**src/rtl/dual_mode_stack.sv**
```systemverilog
// Parametrised LIFO/FIFO buffer with run-time mode, simultaneous push/pop and occupancy count.
// Optional sticky overflow/underflow flags are built when DMS_ERR_FLAGS_EN is defined.
module dual_mode_stack #(
  parameter int W = 8,
  parameter int D = 8,
  localparam int CW = $clog2(D + 1)
) (
  input  logic          clk,
  input  logic          rstN,
  input  logic          clr_i,
  input  logic          mode_i,
  input  logic          push_i,
  input  logic          pop_i,
  input  logic [W-1:0]  data_in_i,
  output logic [W-1:0]  data_out_o,
  output logic          out_valid_o,
  output logic [CW-1:0] count_o,
  output logic          full_o,
  output logic          empty_o,
  output logic          mode_q_o
`ifdef DMS_ERR_FLAGS_EN
  ,
  output logic          overflow_o,
  output logic          underflow_o
`endif
);

  localparam int PW = (D > 1) ? $clog2(D) : 1;

  logic [W-1:0]  mem [D];
  logic [W-1:0]  dataOut_q, dataOut_d;
  logic          outValid_q, outValid_d;
  logic [CW-1:0] count_q, count_d;
  logic          mode_q, mode_d;
  logic [PW-1:0] rdPtr_q, rdPtr_d;
  logic [PW-1:0] wrPtr_q, wrPtr_d;
  logic          isEmpty, isFull, popAcc, pushAcc;
  logic [PW-1:0] topIdx, rdAddr, wrAddr;
`ifdef DMS_ERR_FLAGS_EN
  logic          overflow_q, overflow_d;
  logic          underflow_q, underflow_d;
`endif

  function automatic logic [PW-1:0] incPtr(input logic [PW-1:0] p);
    return (p == PW'(D - 1)) ? '0 : p + PW'(1);
  endfunction

  // A pop frees a slot in the same cycle, so a full buffer still accepts push+pop.
  always_comb begin
    isEmpty = (count_q == '0);
    isFull  = (count_q == CW'(D));
    popAcc  = pop_i && !isEmpty;
    pushAcc = push_i && (!isFull || popAcc);
    topIdx  = PW'(count_q - CW'(1));
    rdAddr  = mode_q ? rdPtr_q : topIdx;
    if (isEmpty)
      wrAddr = '0;
    else if (mode_q)
      wrAddr = wrPtr_q;
    else
      wrAddr = popAcc ? topIdx : PW'(count_q);
  end

  always_comb begin
    dataOut_d  = dataOut_q;
    outValid_d = outValid_q;
    count_d    = count_q;
    mode_d     = mode_q;
    rdPtr_d    = rdPtr_q;
    wrPtr_d    = wrPtr_q;
`ifdef DMS_ERR_FLAGS_EN
    overflow_d  = overflow_q;
    underflow_d = underflow_q;
`endif
    if (clr_i) begin
      outValid_d = 1'b0;
      count_d    = '0;
      mode_d     = mode_i;
      rdPtr_d    = '0;
      wrPtr_d    = '0;
`ifdef DMS_ERR_FLAGS_EN
      overflow_d  = 1'b0;
      underflow_d = 1'b0;
`endif
    end else begin
      outValid_d = popAcc;
      if (popAcc)
        dataOut_d = mem[rdAddr];
      if (pushAcc && !popAcc)
        count_d = count_q + CW'(1);
      else if (popAcc && !pushAcc)
        count_d = count_q - CW'(1);
      // An empty buffer restarts its pointers at 0 so the first push lands in mem[0].
      if (isEmpty) begin
        mode_d  = mode_i;
        rdPtr_d = '0;
        wrPtr_d = pushAcc ? PW'(1) : '0;
      end else if (mode_q) begin
        if (pushAcc)
          wrPtr_d = incPtr(wrPtr_q);
        if (popAcc)
          rdPtr_d = incPtr(rdPtr_q);
      end
`ifdef DMS_ERR_FLAGS_EN
      overflow_d  = overflow_q | (push_i && !pushAcc);
      underflow_d = underflow_q | (pop_i && !popAcc);
`endif
    end
  end

  always_ff @(posedge clk or posedge rstN) begin
    if (rstN) begin
      dataOut_q  <= '0;
      outValid_q <= 1'b0;
      count_q    <= '0;
      mode_q     <= 1'b0;
      rdPtr_q    <= '0;
      wrPtr_q    <= '0;
`ifdef DMS_ERR_FLAGS_EN
      overflow_q  <= 1'b0;
      underflow_q <= 1'b0;
`endif
    end else begin
      dataOut_q  <= dataOut_d;
      outValid_q <= outValid_d;
      count_q    <= count_d;
      mode_q     <= mode_d;
      rdPtr_q    <= rdPtr_d;
      wrPtr_q    <= wrPtr_d;
`ifdef DMS_ERR_FLAGS_EN
      overflow_q  <= overflow_d;
      underflow_q <= underflow_d;
`endif
    end
  end

  // Storage has no reset; occupancy alone decides which entries are live.
  always_ff @(posedge clk) begin
    if (!rstN && !clr_i && pushAcc)
      mem[wrAddr] <= data_in_i;
  end

  assign data_out_o  = dataOut_q;
  assign out_valid_o = outValid_q;
  assign count_o     = count_q;
  assign full_o      = isFull;
  assign empty_o     = isEmpty;
  assign mode_q_o    = mode_q;
`ifdef DMS_ERR_FLAGS_EN
  assign overflow_o  = overflow_q;
  assign underflow_o = underflow_q;
`endif

endmodule

```
**config.mk**
```make
export PLATFORM = sky130hd
export DESIGN_NAME = dual_mode_stack
export DESIGN_NICKNAME = d
export VERILOG_FILES = /design/src/rtl/dual_mode_stack.sv
export SDC_FILE = /design/constraint.sdc
export NUM_CORES = 1
export LEC_CHECK = 0
export CORE_UTILIZATION = 58
export CTS_BUF_LIST = sky130_fd_sc_hd__clkbuf_4
export CTS_CLUSTER_SIZE = 14
export DETAILED_ROUTE_END_ITERATION = 8
export GPL_TIMING_DRIVEN = 0
export PLACE_DENSITY = 0.79
export SYNTH_ARGS = -nofsm -noshare
export SYNTH_HDL_FRONTEND = slang
export SYNTH_SLANG_ARGS = --single-unit
export TNS_END_PERCENT = 5
```
**constraint.sdc**
```tcl
create_clock -name clk -period 6.79 [get_ports clk]
set_input_delay 1.358 -clock clk [delete_from_list [all_inputs] [get_ports clk]]
set_output_delay 1.358 -clock clk [all_outputs]
set_load 0.01 [all_outputs]
```
Word level (Yosys, flattened, before mapping)
Memory sizes are Yosys's and may differ from the RTL's. A register that Yosys moved wholly into a read port is not among the register bits.
Index checks and enable logic that the tools add are counted.
{"block": "totals", "register_bits": 12, "ramBits": 64, "input_bits": 14, "out_inout_bits": 16, "word_cells": 59, "memories": 1}
{"name": "mem", "depth": 8, "width": 8, "rd": 1, "rd_clocked_by_memory_dff": 1, "wr": 1, "line": "30", "source": "logic [W-1:0] mem [D];"}
{"block": "op_classes", "n_addsub": 4, "eq_ne": 3, "n_mux": 23, "bitwise_logic": 1, "reduce_logical": 22}
{"operator": "3-bit 2-to-1 mux", "n": 14}
{"operator": "4-bit 2-to-1 mux", "n": 3}
{"operator": "3-bit nonzero test", "n": 4}
{"operator": "3-bit by 1-bit adder with 3-bit output, second input constant", "n": 2}
{"operator": "3-bit == test, second input constant", "n": 2}
{"operator": "1-bit logical AND", "n": 6}
{"operator": "1-bit zero test", "n": 6}
{"operator": "1-bit 2-to-1 mux", "n": 6}
{"operator": "2-bit AND reduction", "n": 3}
{"operator": "4-bit by 1-bit adder with 4-bit output, second input constant", "n": 1}
{"operator": "4-bit == test, second input constant", "n": 1}
{"operator": "4-bit zero test", "n": 1}
{"operator": "4-bit by 1-bit subtractor with 4-bit output, second input constant", "n": 1}
{"operator": "2-bit nonzero test", "n": 1}
{"operator": "1-bit logical OR", "n": 1}
{"operator": "1-bit inverter", "n": 1}

Logic depth before layout (Yosys ltp)
{"block": "logic_depth", "ltp_word": 10, "ltp_mapped": 11, "ltp_nobuf": 7}

Worst setup path before layout
Ideal clock, no wire load.
{"block": "synth_path", "path_kind": "register to register", "from": "reg count_q[0], in the netlist count_o[0]", "to": "mem mem[5][0], enable pin", "setup_time_ns": 0.383, "arrival_ns": 3.130, "t_required_ns": 6.407, "setup_slack_ns": 3.276, "path_stages_with_launch": 10, "n_path_buf": 3, "synth_period_minus_slack_ns": 3.514, "cell_sequence": "dfrtp_1 clkbuf_1 clkinv_1 ha_1 buf_6 nor3b_4 or2_0 buf_6 or4_4 nor3_1"}
{"block": "synth_via", "elab_chain_len": 8, "word_cells_on_any_way": 14, "cone_classes": "1 x add/sub; 1 x eq/ne; 5 x mux; 7 x reduce/logical"}
{"item": "start: declaration", "line": "33", "source": "logic [CW-1:0] count_q, count_d;"}
{"item": "start signal: assignment", "line": "126", "source": "count_q <= count_d;"}
{"item": "4-bit zero test *", "line": "50", "source": "isEmpty = (count_q == '0);"}
{"item": "via empty_o", "line": "19", "source": "output logic empty_o,"}
{"item": "1-bit zero test", "line": "52", "source": "popAcc = pop_i && !isEmpty;"}
{"item": "1-bit logical AND", "line": "52"}
{"item": "1-bit logical OR", "line": "53", "source": "pushAcc = push_i && (!isFull || popAcc);"}
{"item": "1-bit logical AND", "line": "53"}
{"item": "1-bit logical AND", "line": "139", "source": "if (!rstN && !clr_i && pushAcc)"}
{"item": "1-bit 2-to-1 mux", "line": "139"}
{"item": "1-bit 2-to-1 mux (implied by the code)", "line": "140", "source": "mem[wrAddr] <= data_in_i;"}
{"item": "end: declaration", "line": "30"}
Mark *: on every way through the listed nets, which the timed path passes. The rest lies on a longest branch.

Worst setup path after layout
{"block": "layout_path", "from": "reg count_q[0], in the netlist count_o[0]", "to": "out full_o"}
{"block": "layout_via", "elab_chain_len": 1}
{"item": "4-bit == test", "line": "51", "source": "isFull = (count_q == CW'(D));"}
{"item": "end: declaration", "line": "18", "source": "output logic full_o,"}
Every way passes these cells.

==> metrics.md <==
| Metric | Value |
|---|---|
| Status | finished clean |
| Post-synth EDFFs | 64 |
| Die height | between 80 and 90 µm |
| Drc violations | 0 |
| Worst Hold Class | register to register |
| Clock Latency Late Sink | roughly 0.44 ns |
| Synth Area per Inst | around 13 µm² |
| Most frequent cells in the layout | edfxtp_1 (64), nor2_1 (40), clkdlybuf4s50_1 (29) |
| Reg2Reg Setup Slack | 2.57 ns |
| Max Clock Freq | roughly 230 MHz |
| Part of the cycle the worst path needs | around two thirds |
| VDD IR-drop max | 0.000251 V |
| H-Tree Depth | 3 |
| Async S/R FF share, synth | 23.8% |
| Wire per inst | approximately 20 µm |
| Initial antenna violation count | 0 |
| Nets | 360 |
| Num rows | 29 |
| Critical path peak fanout | 10 |
| Initial DRC count | ~350 |
| Setup TNS | 0 ns |
| Setup CP Type | register to output pin |
| GRT Overall Usage | between 20% and 30% |
| # setup viols final | 0 |
| Die ar. | a little under 0.007 mm² |
| Clk sinks | 84 |
| Routability congestion estimate | between 0.8 and 0.9 |
| CP arrival | about 3 ns |
| DR vias/cell | roughly 6.3 |
| Die X | ~83 µm |
| Crit path time final | 4.43 ns |
| GR Overflow Total | 0 |
| Setup bufs post-CTS | 0 |
| Register bit total from synthesis | 84 |
| Clock-pin slew on the worst setup and hold paths | 0.12 ns |
| Fin. Hold Viols | 0 |
| Lkg Pwr | between 1.5 and 2 nW |
| Setup crit start kind | register |
| Capturing element type of the critical path | output pin |
| Most common cell after layout, fill and taps aside | edfxtp_1 |
| Clock Path Buffers | 2 |
| Initial Util | 60.4% |
| DRT Pass-1 Iters | 5 |
| Hold Buf Count CTS | 0 |
| Clk root buf | clkbuf_4 |
| Post_cts resized | 0 |
| CTS tree | built |
| Vias in the first global route | roughly 2.6k |
| Top cells by area, synth | edfxtp_1 (50%), dfrtp_1 (13%), mux4_2 (4.7%), nor2_1 (3.9%), o22ai_1 (2.9%) |
| Syn Nets | 320 |
| Area after DPL | around 0.0042 mm² |
| Detail Route Antenna Nets | 0 |
| Dominant synthesized flop cell | edfxtp_1 |
| Clock skew | 0.0249 ns |
| Rel. slew slack | a little under two fifths |
| # diodes | 0 |
| Routed WL | around 8500 µm |
| Quantity of I/O buffers inserted on ports | 29 |
| Unrepaired setup endpoints after global routing | false |
| Core area | 0.00635 mm² |
| Largest net degree at the start of global routing | 21 |
| Yosys top cell by area | edfxtp_1 |
| Max Cap Viol | 0 |
| Final instance area | roughly 0.0043 mm² |
| Yosys cell types | 44 |
| Mapped cell area | around 0.0038 mm² |
| Top cell type's share of synthesized area | between 50% and 60% |
| Vias | between 2k and 3k |
| Max-slew violation count | 0 |
| CP required | roughly 5.4 ns |
| Area Growth Syn to Fin | 13.3% |
| Synth Instances | 300 |
| Hold slack | 0.579 ns |
| Yosys warns | 0 |
| Register area share after synthesis | a little over three fifths |
| Final Power | ~0.0017 W |
| Total power per unit cell area | between 300 and 400 mW/mm² |
| Worst-Margin Slew | about 0.9 ns |
| Share of layout cells above drive strength 1 | 11.6% |
| I/O pins | 30 |
| First-pass GRT wire length | between 10000 and 15000 µm |
| CTS Buf Count | 9 |
| Final HPWL from detailed placement | ~5700 µm |
-- cell type report --
cell class / count / area (µm²)
fill: 446 / 2000
multi-input combinational: 185 / 1290
tap: 77 / 96.3
clock buffer: 10 / 75.1
inverter: 13 / 48.8
sequential: 84 / 2420
timing repair buffer: 29 / 290
buffer: 18 / 96.3
clock inverter: 5 / 30.0
-- metrics by stage --
stage	setup slack, ns	cells	util, %
after floorplan	3.28	300	-
after global placement	2.17	406	66.5
after detailed placement	2.62	406	66.8
after CTS	2.41	421	68.5
after global routing	2.14	421	68.5
final	2.36	421	68.5
-- sequential cells by signal, indices dropped and copies added (netlist names) --
name	flops
mem	64
data_out_o	8
count_o	4
rdPtr_q	3
wrPtr_q	3
mode_q_o	1
out_valid_o	1
-- kinds of logic (layout without fill, tap and decap cells) --
logic type                 count (synthesis)  count (layout)  synth area share (%)
AOI/OAI and AO/OA                         63              63                  11.7
xor gates and xnor gates                   4               4                 0.913
adders and majority gates                  6               6                  1.96
buffers and inverters                     31              75                  3.78
DFF                                       84              84                  63.2
muxes                                     11              11                  5.51
and+or+nand+nor                          101             101                  12.9
-- layer usage --
| metal | vias up | track usage, % | routed length (µm) |
|---|---|---|---|
| li1 | 1214 | - | - |
| met5 | - | 0 | 0 |
| met3 | 23 | 3.88 | 567 |
| met1 | 1297 | 35.9 | 3540 |
| met4 | 0 | 13.8 | 309 |
| met2 | 124 | 42.8 | 4100 |
-- power breakdown --
group | total [W] | switching [W] | internal [W]
Clock | 0.000243 | 0.000167 | 0.0000760
Sequential | 0.000650 | 0.0000424 | 0.000608
Combinational | 0.000771 | 0.000426 | 0.000345
Total | 0.00166 | 0.000635 | 0.00103
-- critical path, cell delays in order (launching register included) --
cell and delay (ns):
dfrtp_1 0.55, clkbuf_1 0.48, clkinv_1 0.45, ha_1 0.34, buf_6 0.13, nand3b_1 0.16
inv_1 0.05, clkdlybuf4s50_1 0.47
-- synth_stat cells (2+ instances only) --
cell,n
nand2_1,14
nand3b_1,2
buf_4,2
a211oi_1,3
o21a_1,7
mux4_2,8
edfxtp_1,64
buf_2,5
nor3_1,8
clkbuf_1,9
o221ai_1,7
nand3_1,10
o21ai_0,4
or3_1,3
dfrtp_1,20
o211ai_1,3
nand2b_1,4
a211o_1,2
mux2i_1,2
nor2_1,40
o22ai_1,18
and2_1,2
o32ai_1,7
buf_6,2
ha_1,6
inv_1,12
nor2b_1,11
xnor2_1,4
a21oi_1,6
-- path summary, 6_finish.rpt --
path / start / to / cells past startpoint
worst max-delay path: count_o[0]$_DFFE_PP0P_ / full_o / 7
worst min-delay path: rdPtr_q[1]$_DFFE_PP0P_ / rdPtr_q[1]$_DFFE_PP0P_ / 2
worst max register to register: count_o[0]$_DFFE_PP0P_ / mem[7][7]$_DFFE_PP_ / 9
worst min register to register: rdPtr_q[1]$_DFFE_PP0P_ / rdPtr_q[1]$_DFFE_PP0P_ / 2
max in group asynchronous: rstN / data_out_o[7]$_DFFE_PP0P_ / 2
min in group asynchronous: rstN / data_out_o[3]$_DFFE_PP0P_ / 2
(Power assumes the default switching activity.)
